<file path="src/rtl/decode_queue_pkg.sv">
// Shared definitions for the RV32I decode queue.
// Holds the RV32I opcode, funct3 and funct7 constants, the inner
// instruction-type codes (NOP = 0), the TRUE/FALSE and ZERO_WORD constants,
// the LSB routing and goal encodings, and the record that the output
// register carries.
package decode_queue_pkg;

  localparam logic        TRUE      = 1'b1;
  localparam logic        FALSE     = 1'b0;
  localparam logic [31:0] ZERO_WORD = 32'h0000_0000;

  localparam int unsigned INST_TYPE_W = 6;

  localparam logic [6:0] OP_LUI    = 7'b0110111;
  localparam logic [6:0] OP_AUIPC  = 7'b0010111;
  localparam logic [6:0] OP_JAL    = 7'b1101111;
  localparam logic [6:0] OP_JALR   = 7'b1100111;
  localparam logic [6:0] OP_BRANCH = 7'b1100011;
  localparam logic [6:0] OP_LOAD   = 7'b0000011;
  localparam logic [6:0] OP_STORE  = 7'b0100011;
  localparam logic [6:0] OP_IMM    = 7'b0010011;
  localparam logic [6:0] OP_REG    = 7'b0110011;
  localparam logic [6:0] OP_FENCE  = 7'b0001111;
  localparam logic [6:0] OP_SYSTEM = 7'b1110011;

  // ALU funct3
  localparam logic [2:0] F3_ADD  = 3'b000;
  localparam logic [2:0] F3_SLL  = 3'b001;
  localparam logic [2:0] F3_SLT  = 3'b010;
  localparam logic [2:0] F3_SLTU = 3'b011;
  localparam logic [2:0] F3_XOR  = 3'b100;
  localparam logic [2:0] F3_SR   = 3'b101;
  localparam logic [2:0] F3_OR   = 3'b110;
  localparam logic [2:0] F3_AND  = 3'b111;
  // Branch funct3
  localparam logic [2:0] F3_BEQ  = 3'b000;
  localparam logic [2:0] F3_BNE  = 3'b001;
  localparam logic [2:0] F3_BLT  = 3'b100;
  localparam logic [2:0] F3_BGE  = 3'b101;
  localparam logic [2:0] F3_BLTU = 3'b110;
  localparam logic [2:0] F3_BGEU = 3'b111;
  // Load/store funct3
  localparam logic [2:0] F3_B    = 3'b000;
  localparam logic [2:0] F3_H    = 3'b001;
  localparam logic [2:0] F3_W    = 3'b010;
  localparam logic [2:0] F3_BU   = 3'b100;
  localparam logic [2:0] F3_HU   = 3'b101;

  localparam logic [6:0] F7_BASE = 7'b0000000;
  localparam logic [6:0] F7_ALT  = 7'b0100000;

  localparam logic [1:0] LSB_NONE  = 2'b00;
  localparam logic [1:0] LSB_LOAD  = 2'b10;
  localparam logic [1:0] LSB_STORE = 2'b11;

  localparam logic [2:0] GOAL_NONE = 3'b000;
  localparam logic [2:0] GOAL_BYTE = 3'b001;
  localparam logic [2:0] GOAL_HALF = 3'b010;
  localparam logic [2:0] GOAL_WORD = 3'b100;

  typedef enum logic [INST_TYPE_W-1:0] {
    T_NOP = 6'd0,
    T_LUI, T_AUIPC, T_JAL, T_JALR,
    T_BEQ, T_BNE, T_BLT, T_BGE, T_BLTU, T_BGEU,
    T_LB, T_LH, T_LW, T_LBU, T_LHU,
    T_SB, T_SH, T_SW,
    T_ADDI, T_SLTI, T_SLTIU, T_XORI, T_ORI, T_ANDI, T_SLLI, T_SRLI, T_SRAI,
    T_ADD, T_SUB, T_SLL, T_SLT, T_SLTU, T_XOR, T_SRL, T_SRA, T_OR, T_AND
  } inst_type_e;

  typedef struct packed {
    logic [INST_TYPE_W-1:0] typ;
    logic [31:0]            imm;
    logic [4:0]             rs1;
    logic [4:0]             rs2;
    logic [4:0]             rd;
    logic [4:0]             shamt;
    logic [1:0]             to_lsb;
    logic [2:0]             goal;
    logic                   occupy;
    logic                   illegal;
  } dec_out_t;

  // Access size from funct3[1:0]; the unsigned variants share the size.
  function automatic logic [2:0] mem_goal(input logic [1:0] sz);
    case (sz)
      2'b00:   return GOAL_BYTE;
      2'b01:   return GOAL_HALF;
      2'b10:   return GOAL_WORD;
      default: return GOAL_NONE;
    endcase
  endfunction

endpackage

</file>
<file path="src/rtl/decode_queue_decode_logic.sv">
// decode_logic: pure combinational RV32I instruction -> dispatch fields.
// Ports:
//   inst_i       raw 32-bit instruction
//   type_o       inner type code (NOP when illegal)
//   imm_o        sign-extended immediate for the instruction format
//   rs1_o/rs2_o/rd_o/shamt_o  raw register and shift-amount fields
//   to_lsb_o     bit1 = goes to LSB, bit0 = store
//   lsb_goal_o   one-hot access size
//   occupy_rd_o  instruction renames rd
//   illegal_o    undecodable encoding
module decode_logic
  import decode_queue_pkg::*;
(
  input  logic [31:0]            inst_i,
  output logic [INST_TYPE_W-1:0] type_o,
  output logic [31:0]            imm_o,
  output logic [4:0]             rs1_o,
  output logic [4:0]             rs2_o,
  output logic [4:0]             rd_o,
  output logic [4:0]             shamt_o,
  output logic [1:0]             to_lsb_o,
  output logic [2:0]             lsb_goal_o,
  output logic                   occupy_rd_o,
  output logic                   illegal_o
);

  logic [6:0]  opcode;
  logic [2:0]  f3;
  logic [6:0]  f7;
  logic        f7_base, f7_alt;
  logic [31:0] imm_i, imm_s, imm_b, imm_u, imm_j;
  inst_type_e  typ;
  logic        ill, wr_rd;
  logic [1:0]  lsb;
  logic [2:0]  goal;

  assign opcode  = inst_i[6:0];
  assign f3      = inst_i[14:12];
  assign f7      = inst_i[31:25];
  assign f7_base = (f7 == F7_BASE);
  assign f7_alt  = (f7 == F7_ALT);

  assign rs1_o   = inst_i[19:15];
  assign rs2_o   = inst_i[24:20];
  assign rd_o    = inst_i[11:7];
  assign shamt_o = inst_i[24:20];

  assign imm_i = {{20{inst_i[31]}}, inst_i[31:20]};
  assign imm_s = {{20{inst_i[31]}}, inst_i[31:25], inst_i[11:7]};
  assign imm_b = {{19{inst_i[31]}}, inst_i[31], inst_i[7], inst_i[30:25],
                  inst_i[11:8], 1'b0};
  assign imm_u = {inst_i[31:12], 12'b0};
  assign imm_j = {{11{inst_i[31]}}, inst_i[31], inst_i[19:12], inst_i[20],
                  inst_i[30:21], 1'b0};

  always_comb begin
    typ   = T_NOP;
    imm_o = ZERO_WORD;
    ill   = FALSE;
    wr_rd = FALSE;
    lsb   = LSB_NONE;
    goal  = GOAL_NONE;
    case (opcode)
      OP_LUI:   begin typ = T_LUI;   imm_o = imm_u; wr_rd = TRUE; end
      OP_AUIPC: begin typ = T_AUIPC; imm_o = imm_u; wr_rd = TRUE; end
      OP_JAL:   begin typ = T_JAL;   imm_o = imm_j; wr_rd = TRUE; end
      OP_JALR:  begin typ = T_JALR;  imm_o = imm_i; wr_rd = TRUE; end
      OP_BRANCH: begin
        imm_o = imm_b;
        case (f3)
          F3_BEQ:  typ = T_BEQ;
          F3_BNE:  typ = T_BNE;
          F3_BLT:  typ = T_BLT;
          F3_BGE:  typ = T_BGE;
          F3_BLTU: typ = T_BLTU;
          F3_BGEU: typ = T_BGEU;
          default: ill = TRUE;
        endcase
      end
      OP_LOAD: begin
        imm_o = imm_i;
        wr_rd = TRUE;
        lsb   = LSB_LOAD;
        goal  = mem_goal(f3[1:0]);
        case (f3)
          F3_B:    typ = T_LB;
          F3_H:    typ = T_LH;
          F3_W:    typ = T_LW;
          F3_BU:   typ = T_LBU;
          F3_HU:   typ = T_LHU;
          default: ill = TRUE;
        endcase
      end
      OP_STORE: begin
        imm_o = imm_s;
        lsb   = LSB_STORE;
        goal  = mem_goal(f3[1:0]);
        case (f3)
          F3_B:    typ = T_SB;
          F3_H:    typ = T_SH;
          F3_W:    typ = T_SW;
          default: ill = TRUE;
        endcase
      end
      OP_IMM: begin
        imm_o = imm_i;
        wr_rd = TRUE;
        case (f3)
          F3_ADD:  typ = T_ADDI;
          F3_SLT:  typ = T_SLTI;
          F3_SLTU: typ = T_SLTIU;
          F3_XOR:  typ = T_XORI;
          F3_OR:   typ = T_ORI;
          F3_AND:  typ = T_ANDI;
          F3_SLL:  if (f7_base) typ = T_SLLI; else ill = TRUE;
          F3_SR: begin
            if (f7_base)     typ = T_SRLI;
            else if (f7_alt) typ = T_SRAI;
            else             ill = TRUE;
          end
          default: ill = TRUE;
        endcase
      end
      OP_REG: begin
        wr_rd = TRUE;
        case (f3)
          F3_ADD:  if (f7_alt) typ = T_SUB; else typ = T_ADD;
          F3_SR:   if (f7_alt) typ = T_SRA; else typ = T_SRL;
          F3_SLL:  typ = T_SLL;
          F3_SLT:  typ = T_SLT;
          F3_SLTU: typ = T_SLTU;
          F3_XOR:  typ = T_XOR;
          F3_OR:   typ = T_OR;
          F3_AND:  typ = T_AND;
          default: ill = TRUE;
        endcase
        // The alternate funct7 only selects SUB/SRA; any other non-zero funct7 is undefined.
        if (!(f7_base || (f7_alt && (f3 == F3_ADD || f3 == F3_SR)))) ill = TRUE;
      end
      // Fences and system calls are legal but carry no work for dispatch.
      OP_FENCE, OP_SYSTEM: imm_o = imm_i;
      default: ill = TRUE;
    endcase
    // Illegal encodings travel as NOPs so the ROB can trap without side effects.
    if (ill) begin
      typ  = T_NOP;
      lsb  = LSB_NONE;
      goal = GOAL_NONE;
    end
  end

  assign type_o      = typ;
  assign to_lsb_o    = lsb;
  assign lsb_goal_o  = goal;
  assign illegal_o   = ill;
  assign occupy_rd_o = wr_rd && !ill && (inst_i[11:7] != 5'd0);

endmodule

</file>
<file path="src/rtl/decode_queue.sv">
// decode_queue: buffered RV32I decode stage between fetch and dispatch.
// Fetched instructions enter a QUEUE_DEPTH-entry FIFO (fet_valid_in /
// fet_ready_out); the head is decoded by decode_logic and captured in an
// output register presented to dispatch (dis_valid_out / dis_ready_in).
// flush_in empties the queue and the output register; rst is synchronous,
// active-low. count_out reports FIFO occupancy (output register excluded).
module decode_queue
  import decode_queue_pkg::*;
#(
  parameter int unsigned QUEUE_DEPTH     = 8,
  parameter int unsigned INST_TYPE_WIDTH = 6,
  parameter int unsigned PC_WIDTH        = 32
) (
  input  logic                         clk,
  input  logic                         rst,
  input  logic                         fet_valid_in,
  input  logic [31:0]                  fet_inst_in,
  input  logic [PC_WIDTH-1:0]          fet_pc_in,
  output logic                         fet_ready_out,
  input  logic                         flush_in,
  input  logic                         dis_ready_in,
  output logic                         dis_valid_out,
  output logic [INST_TYPE_WIDTH-1:0]   dis_inst_type_out,
  output logic [31:0]                  dis_imm_out,
  output logic [4:0]                   dis_rs1_out,
  output logic [4:0]                   dis_rs2_out,
  output logic [4:0]                   dis_rd_out,
  output logic [4:0]                   dis_shamt_out,
  output logic [PC_WIDTH-1:0]          dis_pc_out,
  output logic [1:0]                   dis_to_lsb_out,
  output logic [2:0]                   dis_lsb_goal_out,
  output logic                         dis_occupy_rd_out,
  output logic                         dis_illegal_out,
  output logic [$clog2(QUEUE_DEPTH):0] count_out
);

  localparam int unsigned AW = $clog2(QUEUE_DEPTH);
  localparam int unsigned CW = AW + 1;

  logic [31:0]         inst_mem_q [QUEUE_DEPTH];
  logic [PC_WIDTH-1:0] pc_mem_q   [QUEUE_DEPTH];
  logic [AW-1:0]       head_q, head_d, tail_q, tail_d;
  logic [CW-1:0]       count_q, count_d;
  logic                valid_q, valid_d;
  dec_out_t            out_q, out_d, dec;
  logic [PC_WIDTH-1:0] pc_q, pc_d;
  logic                push, pop;

  logic [INST_TYPE_W-1:0] dec_typ;
  logic [31:0]            dec_imm;
  logic [4:0]             dec_rs1, dec_rs2, dec_rd, dec_shamt;
  logic [1:0]             dec_lsb;
  logic [2:0]             dec_goal;
  logic                   dec_occ, dec_ill;

  decode_logic u_decode (
    .inst_i      (inst_mem_q[head_q]),
    .type_o      (dec_typ),
    .imm_o       (dec_imm),
    .rs1_o       (dec_rs1),
    .rs2_o       (dec_rs2),
    .rd_o        (dec_rd),
    .shamt_o     (dec_shamt),
    .to_lsb_o    (dec_lsb),
    .lsb_goal_o  (dec_goal),
    .occupy_rd_o (dec_occ),
    .illegal_o   (dec_ill)
  );

  assign dec = '{typ: dec_typ, imm: dec_imm, rs1: dec_rs1, rs2: dec_rs2,
                 rd: dec_rd, shamt: dec_shamt, to_lsb: dec_lsb, goal: dec_goal,
                 occupy: dec_occ, illegal: dec_ill};

  // Ready depends only on registered occupancy: a full queue never passes through.
  assign fet_ready_out = (count_q < CW'(QUEUE_DEPTH));
  assign push = fet_valid_in && fet_ready_out;
  assign pop  = (count_q != '0) && (!valid_q || dis_ready_in);

  always_comb begin
    head_d  = head_q;
    tail_d  = tail_q;
    count_d = count_q;
    valid_d = valid_q;
    out_d   = out_q;
    pc_d    = pc_q;
    if (flush_in) begin
      head_d  = '0;
      tail_d  = '0;
      count_d = '0;
      valid_d = 1'b0;
    end else begin
      if (push) tail_d = tail_q + 1'b1;
      if (pop) begin
        head_d  = head_q + 1'b1;
        valid_d = 1'b1;
        out_d   = dec;
        pc_d    = pc_mem_q[head_q];
      end else if (dis_ready_in) begin
        valid_d = 1'b0;
      end
      count_d = count_q + CW'(push) - CW'(pop);
    end
  end

  always_ff @(posedge clk) begin
    if (!rst) begin
      head_q  <= '0;
      tail_q  <= '0;
      count_q <= '0;
      valid_q <= 1'b0;
      out_q   <= '0;
      pc_q    <= '0;
    end else begin
      head_q  <= head_d;
      tail_q  <= tail_d;
      count_q <= count_d;
      valid_q <= valid_d;
      out_q   <= out_d;
      pc_q    <= pc_d;
    end
  end

  always_ff @(posedge clk) begin
    if (rst && push && !flush_in) begin
      inst_mem_q[tail_q] <= fet_inst_in;
      pc_mem_q[tail_q]   <= fet_pc_in;
    end
  end

  assign dis_valid_out     = valid_q;
  assign dis_inst_type_out = INST_TYPE_WIDTH'(out_q.typ);
  assign dis_imm_out       = out_q.imm;
  assign dis_rs1_out       = out_q.rs1;
  assign dis_rs2_out       = out_q.rs2;
  assign dis_rd_out        = out_q.rd;
  assign dis_shamt_out     = out_q.shamt;
  assign dis_pc_out        = pc_q;
  assign dis_to_lsb_out    = out_q.to_lsb;
  assign dis_lsb_goal_out  = out_q.goal;
  assign dis_occupy_rd_out = out_q.occupy;
  assign dis_illegal_out   = out_q.illegal;
  assign count_out         = count_q;

endmodule

</file>
<file path="config.mk">
export PLATFORM = sky130hd
export DESIGN_NAME = decode_queue
export DESIGN_NICKNAME = d
export VERILOG_FILES = /design/src/rtl/decode_queue_pkg.sv /design/src/rtl/decode_queue_decode_logic.sv /design/src/rtl/decode_queue.sv
export SDC_FILE = /design/constraint.sdc
export NUM_CORES = 1
export LEC_CHECK = 0
export ABC_AREA = 1
export BUFFER_PORTS_ARGS = -buffer_cell sky130_fd_sc_hd__buf_4
export CORE_MARGIN = 3
export CORE_UTILIZATION = 55
export CTS_BUF_LIST = sky130_fd_sc_hd__clkbuf_8 sky130_fd_sc_hd__clkbuf_16
export DETAILED_ROUTE_END_ITERATION = 10
export PLACE_DENSITY_LB_ADDON = 0.05
export SYNTH_ARGS = -nofsm -noshare
export SYNTH_HDL_FRONTEND = slang
export SYNTH_SLANG_ARGS = --single-unit
</file>
<file path="constraint.sdc">
create_clock -name clk -period 9.7 [get_ports clk]
set_clock_uncertainty 0.1 [all_clocks]
set_input_delay 1.94 -clock clk [delete_from_list [all_inputs] [get_ports clk]]
set_output_delay 1.94 -clock clk [all_outputs]
set_load 0.02 [all_outputs]
</file>
## Yosys cells after proc, flatten, opt, wreduce, memory -nomap -nowiden

Memory sizes are Yosys's and may differ from the RTL's. A register that Yosys moved wholly into a read port is not among the register bits.
Cells that the tools add are included.
Widths: inputs -> output; s select.

| word-level totals | value |
|---|---|
| output and inout bits | 103 |
| input port bits | 69 |
| memories kept | 2 |
| word-level logic and storage cells | 107 |
| register bits | 71 |
| memory bits (writable) | 512 |

| cells by class | value |
|---|---|
| reduce and logical (&&, ||, !) cells | 30 |
| bitwise logic cells | 2 |
| add/sub/neg operators | 4 |
| eq/ne operators | 21 |
| $lt $le $gt $ge | 1 |
| muxes and demuxes | 34 |

Memories:

| name | depth | bits a word | rd ports | clocked after memory_dff | write ports | line | RTL |
|---|---|---|---|---|---|---|---|
| inst_mem_q | 8 | 32 | 1 | 1 | 1 | decode_queue.sv:40 | `logic [31:0] inst_mem_q [QUEUE_DEPTH];` |
| pc_mem_q | 8 | 32 | 1 | 1 | 1 | decode_queue.sv:41 | `logic [PC_WIDTH-1:0] pc_mem_q [QUEUE_DEPTH];` |

Operators with widths:

| kind | count |
|---|---|
| $pmux 32 s5 | 1 |
| $pmux 6 s8 | 2 |
| $pmux 6 s9 | 1 |
| $eq 7x6->1 const B | 4 |
| $eq 7x7->1 const B | 4 |
| $pmux 4 s6 | 1 |
| $pmux 4 s5 | 1 |
| $pmux 5 s3 | 1 |
| $eq 7x5->1 const B | 2 |
| $mux 1 | 14 |
| $eq 3x3->1 const B | 4 |
| $mux 3 | 4 |
| $mux 6 | 2 |
| $reduce_or 6->1 | 2 |
| $mux 5 | 2 |
| $reduce_or 5->1 | 2 |
| $pmux 3 s3 | 1 |
| $eq 7x2->1 const B | 1 |
| $eq 7x4->1 const B | 1 |
| $logic_and 1x1->1 | 7 |
| $logic_not 7->1 | 1 |
| $reduce_or 7->1 | 1 |
| $add 3x1->3 const B | 2 |
| $eq 3x2->1 const B | 2 |
| other kinds (21) | 29 |

## Depth between registers and ports, before layout

Gate-level depths: netlist of the first run.

| depth | value |
|---|---|
| word-level depth | 9 |
| mapped depth | 20 |
| depth with buffers taken out | 18 |

## Modules after synthesis

Synthesis of the first run repeated with hierarchy kept, for this count alone.

| second synthesis, totals | value |
|---|---|
| cells, all modules | 2,648 |
| area, all modules | 26,461.6 µm² |

Modules (own cells, without submodules):

| module | cells each | area an instance (µm²) | sequential area each (µm²) | instances |
|---|---|---|---|---|
| decode_queue | 2,374 | 25,086.6 | 17,596.9 | 1 |
| decode_logic | 274 | 1,375.1 | 0.0 | 1 |

## Worst setup path before layout of the first run

OpenSTA, ideal clock, no wires.

| path | value |
|---|---|
| kind | input-to-reg |
| start point | input rst |
| end point | memory inst_mem_q[6][0], enable pin |
| cell stages on the path | 5 |
| required time | 9.035 ns |
| buffers on the path | 1 |
| setup time | 0.565 ns |
| path slack | 2.167 ns |
| arrival | 6.868 ns |
| cells stage by stage | inv_2 -> nor2_1 -> clkbuf_1 -> nand2_1 -> nor3_1 |

| on the way | value |
|---|---|
| cells in the longest elaborated chain, start to end | 4 |

Ends and longest elaborated chain:

| item | line | RTL |
|---|---|---|
| start: declaration | decode_queue.sv:15 | `input logic rst,` |
| $logic_and 1x1->1 (2 in a row) | decode_queue.sv:124 | `if (rst && push && !flush_in) begin` |
| $mux 1 | decode_queue.sv:124 |  |
| $mux 1 (implied by the code) | decode_queue.sv:125 | `inst_mem_q[tail_q] <= fet_inst_in;` |
| end: declaration | decode_queue.sv:40 |  |

Every way passes these cells.

## Final worst setup path of the first run

| path | value |
|---|---|
| start point | input rst |
| end point | memory inst_mem_q[1][29], enable pin |

The elaborated chain is that of the path after synthesis.

==> results.sh, run 1 <==
export IMPL_outcome="completed"
export IMPL_power_frac_comb=0.277
export IMPL_critPathLaunch="rst"
export IMPL_cts_resized=0
export IMPL_wl_um=58250
export IMPL_slowest_delay_ps=920
export IMPL_regArea_mm2=0.01751
export IMPL_final_area_mm2=0.02877
export IMPL_p_seq_frac=0.403
export IMPL_placed_cell_area_mm2=0.02659
export IMPL_nets=2390
export IMPL_p_switching_w=0.002623
export IMPL_antenna_found_initial=2
export IMPL_setup_slack_ps=4223
export IMPL_cp_num_cells=6
export IMPL_ys_seq_elements=618
export IMPL_final_setup_tns_ps=0
export IMPL_seq_area_frac_synth=0.7004
export IMPL_min_period_ps=5477
export IMPL_cts_max_path_buffers=3
export IMPL_avgSynthCellArea_um2=11.40
export IMPL_leakage_nw=10.69
export IMPL_drive_gt1_frac=0.1581
export IMPL_cts_htree_levels=2
export IMPL_ys_warnings_count=0
export IMPL_path_common_cell="buf_4"
export IMPL_place_congestion=0.8465
export IMPL_r2r_cells=14
export IMPL_drc=0
export IMPL_vias=16740
export IMPL_clockRootBuffer="clkbuf_16"
export IMPL_postCtsHoldBufs=0
export IMPL_syn_area_mm2=0.02498
export IMPL_hold_path_class="flop to flop"
export IMPL_ir_drop_mv=0.2037
export IMPL_clkLatencyLatePin_ps=630
export IMPL_swShare=0.3374
export IMPL_ios=172
export IMPL_grt_pass1_wl_um=89950
export IMPL_fill_cells=3421
export IMPL_initial_core_util=0.5612
export IMPL_finalHoldViolCount=0
export IMPL_crit_path_max_fanout=48
export IMPL_crit_path_end_kind="flop"
export IMPL_required_ps=9850
export IMPL_grt_use_total=0.2418
export IMPL_setup_viol=0
export IMPL_portBuffers=171
export IMPL_rsz0062_at_grt="no"
export IMPL_place_ws_ps=3553
export IMPL_die_w_um=219.1
export IMPL_r2r_end="dis_imm_out[27]"
export IMPL_avgViaCountPerCell=5.659
export IMPL_drt_initial_drc_count=1451
export IMPL_drtPass1Iterations=5
export IMPL_grt_pass1_vias=16210
export IMPL_grt_ovfl_total=0
export IMPL_rows=77
export IMPL_core_area_mm2=0.04451
export IMPL_r2r_setup_slack_ps=5880
export IMPL_crit_arrival_ps=5630
export IMPL_startpoint_type="primary input"
export IMPL_timing_final_crit_share=0.5647
export IMPL_cp_cell_sequence="buf_4 -> inv_2 -> nor2_1 -> nand3_1 -> nor2_4 -> buf_4"
export IMPL_numClockSinks=618
export IMPL_die_h_um=219.1
export IMPL_cts_tree="done"
export IMPL_syn_to_final_growth_pct=15.18
export IMPL_cts_made_buffers=60
export IMPL_cap_violations=0
export IMPL_crit_end="inst_mem_q[1][29]"
export IMPL_synth_distinct_cells=39
export IMPL_postCtsSetupRepairBufs=0
export IMPL_syn_nets=2268
export IMPL_slew_headroom=0.2564
export IMPL_multi_input_area_mm2=0.006387
export IMPL_crit_slowest_cell="nor2_4"
export IMPL_grt_max_degree=124
export IMPL_min_path_cells=2
export IMPL_slew_violations=0
export IMPL_dieArea_mm2=0.04801
export IMPL_crit_buf_inv=3
export IMPL_p_per_area_mw_per_mm2=270.2
export IMPL_worst_slew_pin_slew_ps=1115
export IMPL_power_w=0.007775
export IMPL_p_int_w=0.005152
export IMPL_cp_top_family="simple AND/OR/NAND/NOR gates"
export IMPL_wl_per_cell_um=19.69
export IMPL_fin_util=0.6464
export IMPL_clk_pin_slew_ps=60
export IMPL_ant_nets=0
export IMPL_synthCells=2191
export IMPL_crit_type="primary input to flop"
export IMPL_fmax_ghz=0.1826
export IMPL_dp_hpwl_um=32530
export IMPL_clockPowerShare=0.320
## through the flow
stage,cells,hold WS [ps]
2_1_floorplan,2191,381.3
3_3_place_gp,2843,353.1
3_5_place_dp,2843,356.0
4_1_cts,2957,365.7
5_1_grt,2957,387.4
6_report,2958,365.4
## worst min-delay path: stages (launching register included)
cell,delay [ps]
dfxtp_1,310
nand2_1,60
a21oi_1,50
## cell families after synthesis
kind of cell	Yosys count	share of synthesized area
flops	618	0.7004
xor+xnor	1	0.0003507
simple gates	787	0.1347
compound gates	509	0.1139
buf+inv	268	0.04628
fa+ha+maj	8	0.004307
## registers in the layout, indices dropped and copies added, names as in the netlist, named ones only
register	flops
count_out	4
dis_illegal_out	1
dis_imm_out	32
dis_inst_type_out	6
dis_lsb_goal_out	3
dis_occupy_rd_out	1
dis_pc_out	32
dis_rd_out	5
dis_rs1_out	5
dis_shamt_out	5
dis_to_lsb_out	2
dis_valid_out	1
head_q	3
inst_mem_q	256
pc_mem_q	256
tail_q	3
## placed cells by master (no fill, tap or decap), types with 4 or more instances in the layout
master and n:
edfxtp_1 512, ha_1 7, nor2_4 13, o211ai_1 6, nand2_2 18, o21ai_0 294
a21oi_2 11, nor2_2 5, nand4_1 4, inv_2 7, bufinv_16 8, nor2_1 241
clkbuf_16 63, a31oi_1 9, a21oi_1 84, inv_1 143, clkbuf_8 14, a22oi_1 4
dfxtp_1 102, nand3_1 105, clkinv_2 6, nand2_1 373, o22ai_1 60, nand2_4 5
buf_4 191, o221ai_1 33, nand3_2 16
## layer usage
layer,up-vias,global-route usage,wire (um)
met4,2,0.08382,1507
met5,-,0,17
li1,7966,-,-
met3,118,0.03822,3770
met2,558,0.4013,28140
met1,8096,0.3276,24810
## power groups by stage
stage	registers [W]	logic, W	clock network [W]
CTS	0.00314	0.00216	0.00253
global placement	0.00319	0.00211	0
global route	0.00315	0.00240	0.00264
finish	0.00313	0.00215	0.00249
detailed placement	0.00319	0.00215	0
floorplan	0.00328	0.00142	0
## how the worst min path moves through the flow
stage / from / end
after floorplan: tail_q[0] / tail_q[0]
after global placement: dis_imm_out[19] / dis_imm_out[19]
after detailed placement: dis_imm_out[12] / dis_imm_out[12]
after CTS: dis_imm_out[12] / dis_imm_out[12]
after global routing: dis_imm_out[16] / dis_imm_out[16]
final: dis_imm_out[12] / dis_imm_out[12]
## final cells by class
| type | instances | share of cell area |
|---|---|---|
| Clock buffer | 77 | 0.06149 |
| Tap cell | 592 | 0.02574 |
| Antenna cell | 1 | 0.00008698 |
| Timing Repair Buffer | 191 | 0.04984 |
| Inverter | 137 | 0.01805 |
| Clock inverter | 37 | 0.01431 |
| Sequential cell | 618 | 0.6085 |
| Multi-Input combinational cell | 1305 | 0.2220 |
## Yosys cell counts, drive strengths merged
cell	n	area, um^2
nor4	1	6.260
nand4	5	46.29
xor2	1	8.760
nor3	5	25.02
o22ai	60	375.4
o21ai	298	1499
dfxtp	106	2122
nand2	396	1569
a21oi	95	516.7
a211oi	1	7.510
nor2	259	1032
nand3	121	685.7
clkbuf	89	334.1
a31oi	10	68.81
o21a	2	15.01
o211ai	6	45.04
o221ai	33	289.0
ha	7	87.58
a22oi	4	30.03
inv	137	519.3
edfxtp	512	15370
buf	42	302.8
fa	1	20.02
(Power assumes the default switching activity.)
==> inputs of run 2 (changes only) <==
ABC_AREA = 0   (was 1)
clock period = 5.5 ns   (was 9.7 ns; I/O delays follow)
==> results.sh, run 2 <==
export IMPL_synth_ff_type="edfxtp_1"
export IMPL_syn_nets=1448
export IMPL_place_congestion=0.8909
export IMPL_crit_path_max_fanout=29
export IMPL_clockRootBuffer="clkbuf_16"
export IMPL_ios=172
export IMPL_antenna_found_initial=3
export IMPL_setup_viol=0
export IMPL_cap_violations=0
export IMPL_rsz0062_at_grt="no"
export IMPL_cts_htree_levels=2
export IMPL_grt_ovfl_total=0
export IMPL_rows=76
export IMPL_grt_use_total=0.2250
export IMPL_grt_pass1_wl_um=80210
export IMPL_cts_max_path_buffers=3
export IMPL_avgSynthCellArea_um2=17.72
export IMPL_min_period_ps=3829
export IMPL_die_w_um=216.2
export IMPL_synth_distinct_cells=71
export IMPL_r2r_setup_slack_ps=1670
export IMPL_setup_slack_ps=1671
export IMPL_final_common_cell="edfxtp_1"
export IMPL_worst_slew_pin_slew_ps=1108
export IMPL_postCtsHoldBufs=0
export IMPL_slew_violations=0
export IMPL_drtPass1Iterations=5
export IMPL_clk_pin_slew_ps=60
export IMPL_outcome="completed"
export IMPL_reg_top3="inst_mem_q: 256 flops, pc_mem_q: 256 flops"
export IMPL_drive_gt1_frac=0.2813
export IMPL_finalHoldViolCount=0
export IMPL_layout_common_cells="edfxtp_1 (512), buf_4 (192), mux4_2 (112)"
export IMPL_grt_pass1_vias=13310
export IMPL_crit_arrival_ps=4260
export IMPL_crit_path_end_kind="flop"
export IMPL_r2r_cells=8
export IMPL_ys_seq_elements=618
export IMPL_crit_type="flop to flop"
export IMPL_avgViaCountPerCell=5.943
export IMPL_leakage_nw=9.677
export IMPL_wl_per_cell_um=23.93
export IMPL_drc=0
export IMPL_slew_headroom=0.2611
export IMPL_numClockSinks=618
export IMPL_hold_path_class="flop to flop"
export IMPL_fin_util=0.6529
export IMPL_synth_edf_count=512
export IMPL_portBuffers=171
export IMPL_hold_start="dis_to_lsb_out[1]"
export IMPL_startpoint_type="flop"
export IMPL_async_flop_share=0
export IMPL_core_area_mm2=0.04336
export IMPL_syn_to_final_growth_pct=16.55
export IMPL_dp_hpwl_um=31280
export IMPL_drt_initial_drc_count=1150
export IMPL_min_path_cells=1
export IMPL_yosysTopAreaCellShare=0.6329
export IMPL_clkLatencyLatePin_ps=610
export IMPL_place_ws_ps=1441
export IMPL_ir_drop_mv=0.3774
export IMPL_synth_top_cell_by_area="edfxtp_1"
export IMPL_cts_resized=0
export IMPL_ys_top_cells_by_area="edfxtp_1 (63%), mux4_2 (10%), dfxtp_1 (8.7%), mux2i_1 (3.5%), o211a_1 (1.9%)"
export IMPL_wl_um=52360
export IMPL_hold_path_endpoint="dis_to_lsb_out[1]"
export IMPL_ant_nets=0
export IMPL_dieArea_mm2=0.04672
export IMPL_synth_cells_most_frequent="edfxtp_1 (512), mux4_2 (112), dfxtp_1 (106)"
export IMPL_die_h_um=216.2
export IMPL_vias=13000
export IMPL_yosysMostFrequentCell="edfxtp_1"
export IMPL_ys_warnings_count=0
export IMPL_p_per_area_mw_per_mm2=430.8
export IMPL_final_setup_tns_ps=0
export IMPL_synthCells=1371
export IMPL_syn_area_mm2=0.02429
export IMPL_seq_area_frac_synth=0.7203
export IMPL_antennaDiodeCount=0
export IMPL_initial_core_util=0.5602
export IMPL_cts_tree="done"
export IMPL_nets=1629
export IMPL_grt_max_degree=97
export IMPL_cts_made_buffers=60
export IMPL_timing_final_crit_share=0.6961
export IMPL_fmax_ghz=0.2612
export IMPL_r2r_end="dis_imm_out[18]"
export IMPL_required_ps=5930
export IMPL_postCtsSetupRepairBufs=0
==> run 2: stage by stage <==
| step | area (um^2) | total power, W | hold slack, ps | cells |
|---|---|---|---|---|
| final | 28310 | 0.01220 | 355.4 | 2188 |
| after global routing | 28310 | 0.01271 | 382.6 | 2188 |
| after CTS | 28310 | 0.01231 | 360.0 | 2188 |
| after detailed placement | 26300 | 0.008231 | 347.8 | 2075 |
| after global placement | 26300 | 0.008194 | 342.3 | 2075 |
| after floorplan | 24300 | 0.007345 | 417.6 | 1371 |
==> run 2: worst max-delay path, cell delays in order (launching register included) <==
cell	delay [ps]
dfxtp_4	710
mux4_2	590
mux2i_2	750
nand2_1	220
o22ai_1	230
a21oi_1	100
nor3_2	640
o21ai_1	180
a21boi_1	210
==> run 2: layout make-up <==
cell class / instances / area [um^2]
clock inverters: 44 / 375.4
well taps: 585 / 732.0
flip-flops and latches: 618 / 17510
inverters: 11 / 41.29
clock buffers: 69 / 1637
repair buffers: 197 / 1541
multi-input cells: 664 / 6472
fillers: 3049 / 15050
==> run 2: worst max path at each step <==
stage,slack [ps],to,depth (start not counted),startpoint
6_report,1670,dis_imm_out[18],8,flop
5_1_grt,1300,dis_imm_out[18],8,flop
4_1_cts,1680,dis_imm_out[16],8,flop
3_5_place_dp,1440,inst_mem_q[0][24],5,rst
3_3_place_gp,1440,inst_mem_q[0][16],5,rst
2_1_floorplan,330,inst_mem_q[2][0],4,fet_valid_in
==> run 2: report_power, final <==
part | leakage, nW | internal, W | switching, W | total, W
sequential | 5.48 | 0.00531 | 0.000242 | 0.00555
clock | 1.06 | 0.00240 | 0.00168 | 0.00408
combinational | 3.14 | 0.00112 | 0.00144 | 0.00256
total | 9.68 | 0.00883 | 0.00336 | 0.0122
==> run 2: kinds of logic (layout without fill, tap and decap cells) <==
family                     after synthesis  count (layout)  share of synthesized area
DFF                                    618             618                     0.7203
and+or+nand+nor                        239             239                    0.04461
AOI/OAI and AO/OA                      195             195                    0.06258
buffers and inverters                   89             321                    0.01633
muxes                                  216             216                     0.1496
adders and majority gates                8               8                   0.004430
xor gates and xnor gates                 6               6                   0.002164
==> run 2: layer usage <==
metal | GRT usage | wire (um) | vias up
met3 | 0.04669 | 3448 | 78
met1 | 0.3082 | 22320 | 6669
met5 | 0 | 33 | -
li1 | - | - | 5830
met2 | 0.3732 | 25500 | 421
met4 | 0.06128 | 1052 | 6
==> inputs of run 3 (changes only) <==
clock period = 3.89 ns   (was 5.5 ns; I/O delays follow)
==> results.sh, run 3 (synthesis gave the netlist of run 2 again) <==
export IMPL_outcome="completed"
export IMPL_grt_pass1_wl_um=81290
export IMPL_drc=0
export IMPL_cts_made_buffers=58
export IMPL_r2r_setup_slack_ps=470
export IMPL_min_period_ps=3422
export IMPL_required_ps=4280
export IMPL_worst_slew_pin_slew_ps=958.7
export IMPL_crit_type="flop to flop"
export IMPL_crit_path_max_fanout=24
export IMPL_clockRootBuffer="clkbuf_16"
export IMPL_fmax_ghz=0.2922
export IMPL_slew_violations=0
export IMPL_vias=13070
export IMPL_min_path_cells=1
export IMPL_finalHoldViolCount=0
export IMPL_reg_top3="inst_mem_q: 256 flops, pc_mem_q: 256 flops"
export IMPL_slew_headroom=0.3608
export IMPL_r2r_end="dis_lsb_goal_out[2]"
export IMPL_ir_drop_mv=0.4114
export IMPL_hold_start="fet_pc_in[14]"
export IMPL_grt_pass1_vias=13250
export IMPL_place_ws_ps=512.5
export IMPL_rsz0062_at_grt="no"
export IMPL_ios=172
export IMPL_cts_htree_levels=2
export IMPL_grt_ovfl_total=0
export IMPL_hold_path_class="primary input to flop"
export IMPL_leakage_nw=9.775
export IMPL_grt_max_degree=62
export IMPL_r2r_cells=10
export IMPL_startpoint_type="flop"
export IMPL_crit_path_end_kind="flop"
export IMPL_cts_resized=0
export IMPL_drt_initial_drc_count=1031
export IMPL_cts_tree="done"
export IMPL_drtPass1Iterations=5
export IMPL_place_congestion=0.8559
export IMPL_postCtsSetupRepairBufs=0
export IMPL_core_area_mm2=0.04336
export IMPL_wl_um=53150
export IMPL_initial_core_util=0.5602
export IMPL_antenna_found_initial=3
export IMPL_clk_pin_slew_ps=60
export IMPL_clkLatencyLatePin_ps=630
export IMPL_avgViaCountPerCell=5.919
export IMPL_setup_viol=0
export IMPL_p_per_area_mw_per_mm2=601.8
export IMPL_drive_gt1_frac=0.2875
export IMPL_die_h_um=216.2
export IMPL_wl_per_cell_um=24.07
export IMPL_crit_arrival_ps=3810
export IMPL_portBuffers=171
export IMPL_dieArea_mm2=0.04672
export IMPL_setup_slack_ps=467.7
export IMPL_die_w_um=216.2
export IMPL_layout_common_cells="edfxtp_1 (512), buf_4 (206), mux4_2 (112)"
export IMPL_timing_final_crit_share=0.8798
export IMPL_postCtsHoldBufs=0
export IMPL_syn_to_final_growth_pct=17.35
export IMPL_final_setup_tns_ps=0
export IMPL_dp_hpwl_um=32900
export IMPL_cts_max_path_buffers=3
export IMPL_ant_nets=0
export IMPL_rows=76
export IMPL_numClockSinks=618
export IMPL_fin_util=0.6574
export IMPL_holdWs_ps=278.2
export IMPL_nets=1648
export IMPL_final_common_cell="edfxtp_1"
export IMPL_cap_violations=0
export IMPL_grt_use_total=0.2301
export IMPL_hold_path_endpoint="pc_mem_q[3][14]"
==> run 3: cell types whose count changed in the layout (fill, tap and decap cells not counted), moves of 2 or more <==
| cell | delta |
|---|---|
| clkbuf_16 | -3 |
| clkinv_4 | -3 |
| buf_4 | +14 |
| buf_12 | +7 |
| diode_2 | +2 |
| clkinv_1 | +3 |
==> run 3: where the power goes <==
group          internal, W  switching (W)
Sequential         0.00751       0.000330
Clock              0.00327        0.00237
Combinational      0.00163        0.00205
==> run 3: per-stage QoR <==
stage / power (W) / std cells / area [um^2]
6_report: 0.01715 / 2208 / 28500
5_1_grt: 0.01792 / 2207 / 28500
4_1_cts: 0.01734 / 2206 / 28500
3_5_place_dp: 0.01168 / 2096 / 26540
3_3_place_gp: 0.01165 / 2096 / 26540
2_1_floorplan: 0.01038 / 1371 / 24300
==> run 3: per-layer routing <==
| layer | GRT usage | wire length, um | vias up |
|---|---|---|---|
| li1 | - | - | 5885 |
| met1 | 0.3247 | 22710 | 6690 |
| met2 | 0.3728 | 25730 | 410 |
| met3 | 0.04781 | 3452 | 83 |
| met4 | 0.06019 | 1242 | 2 |
| met5 | 0 | 11 | - |
==> run 3: worst max path at each step <==
stage | start | cells after the start | slack [ps] | endpoint
finish | flop | 10 | 470 | dis_lsb_goal_out[2]
CTS | flop | 10 | 460 | dis_lsb_goal_out[2]
floorplan | fet_valid_in | 4 | -950 | inst_mem_q[2][0]
global placement | flop | 10 | 550 | dis_lsb_goal_out[2]
detailed placement | flop | 10 | 510 | dis_lsb_goal_out[2]
global route | flop | 10 | 300 | dis_lsb_goal_out[2]
==> run 3: final cells by class <==
| type | instances | area [um^2] |
|---|---|---|
| inverter | 11 | 41.29 |
| sequential | 618 | 17510 |
| fill | 3068 | 14860 |
| clock buffer | 66 | 1562 |
| clock inverter | 44 | 394.1 |
| antenna | 2 | 5.005 |
| timing repair buffer | 218 | 1787 |
| multi-input combinational | 664 | 6472 |
| tap | 585 | 732.0 |
==> run 3: critical path, stage by stage (launching register included) <==
cell,delay [ps]
dfxtp_4,580
buf_4,350
mux4_1,390
mux2i_4,310
nand2_2,140
a211oi_4,350
nand2_4,120
a2111oi_4,390
nor3_2,110
nor4b_4,160
a32o_1,270
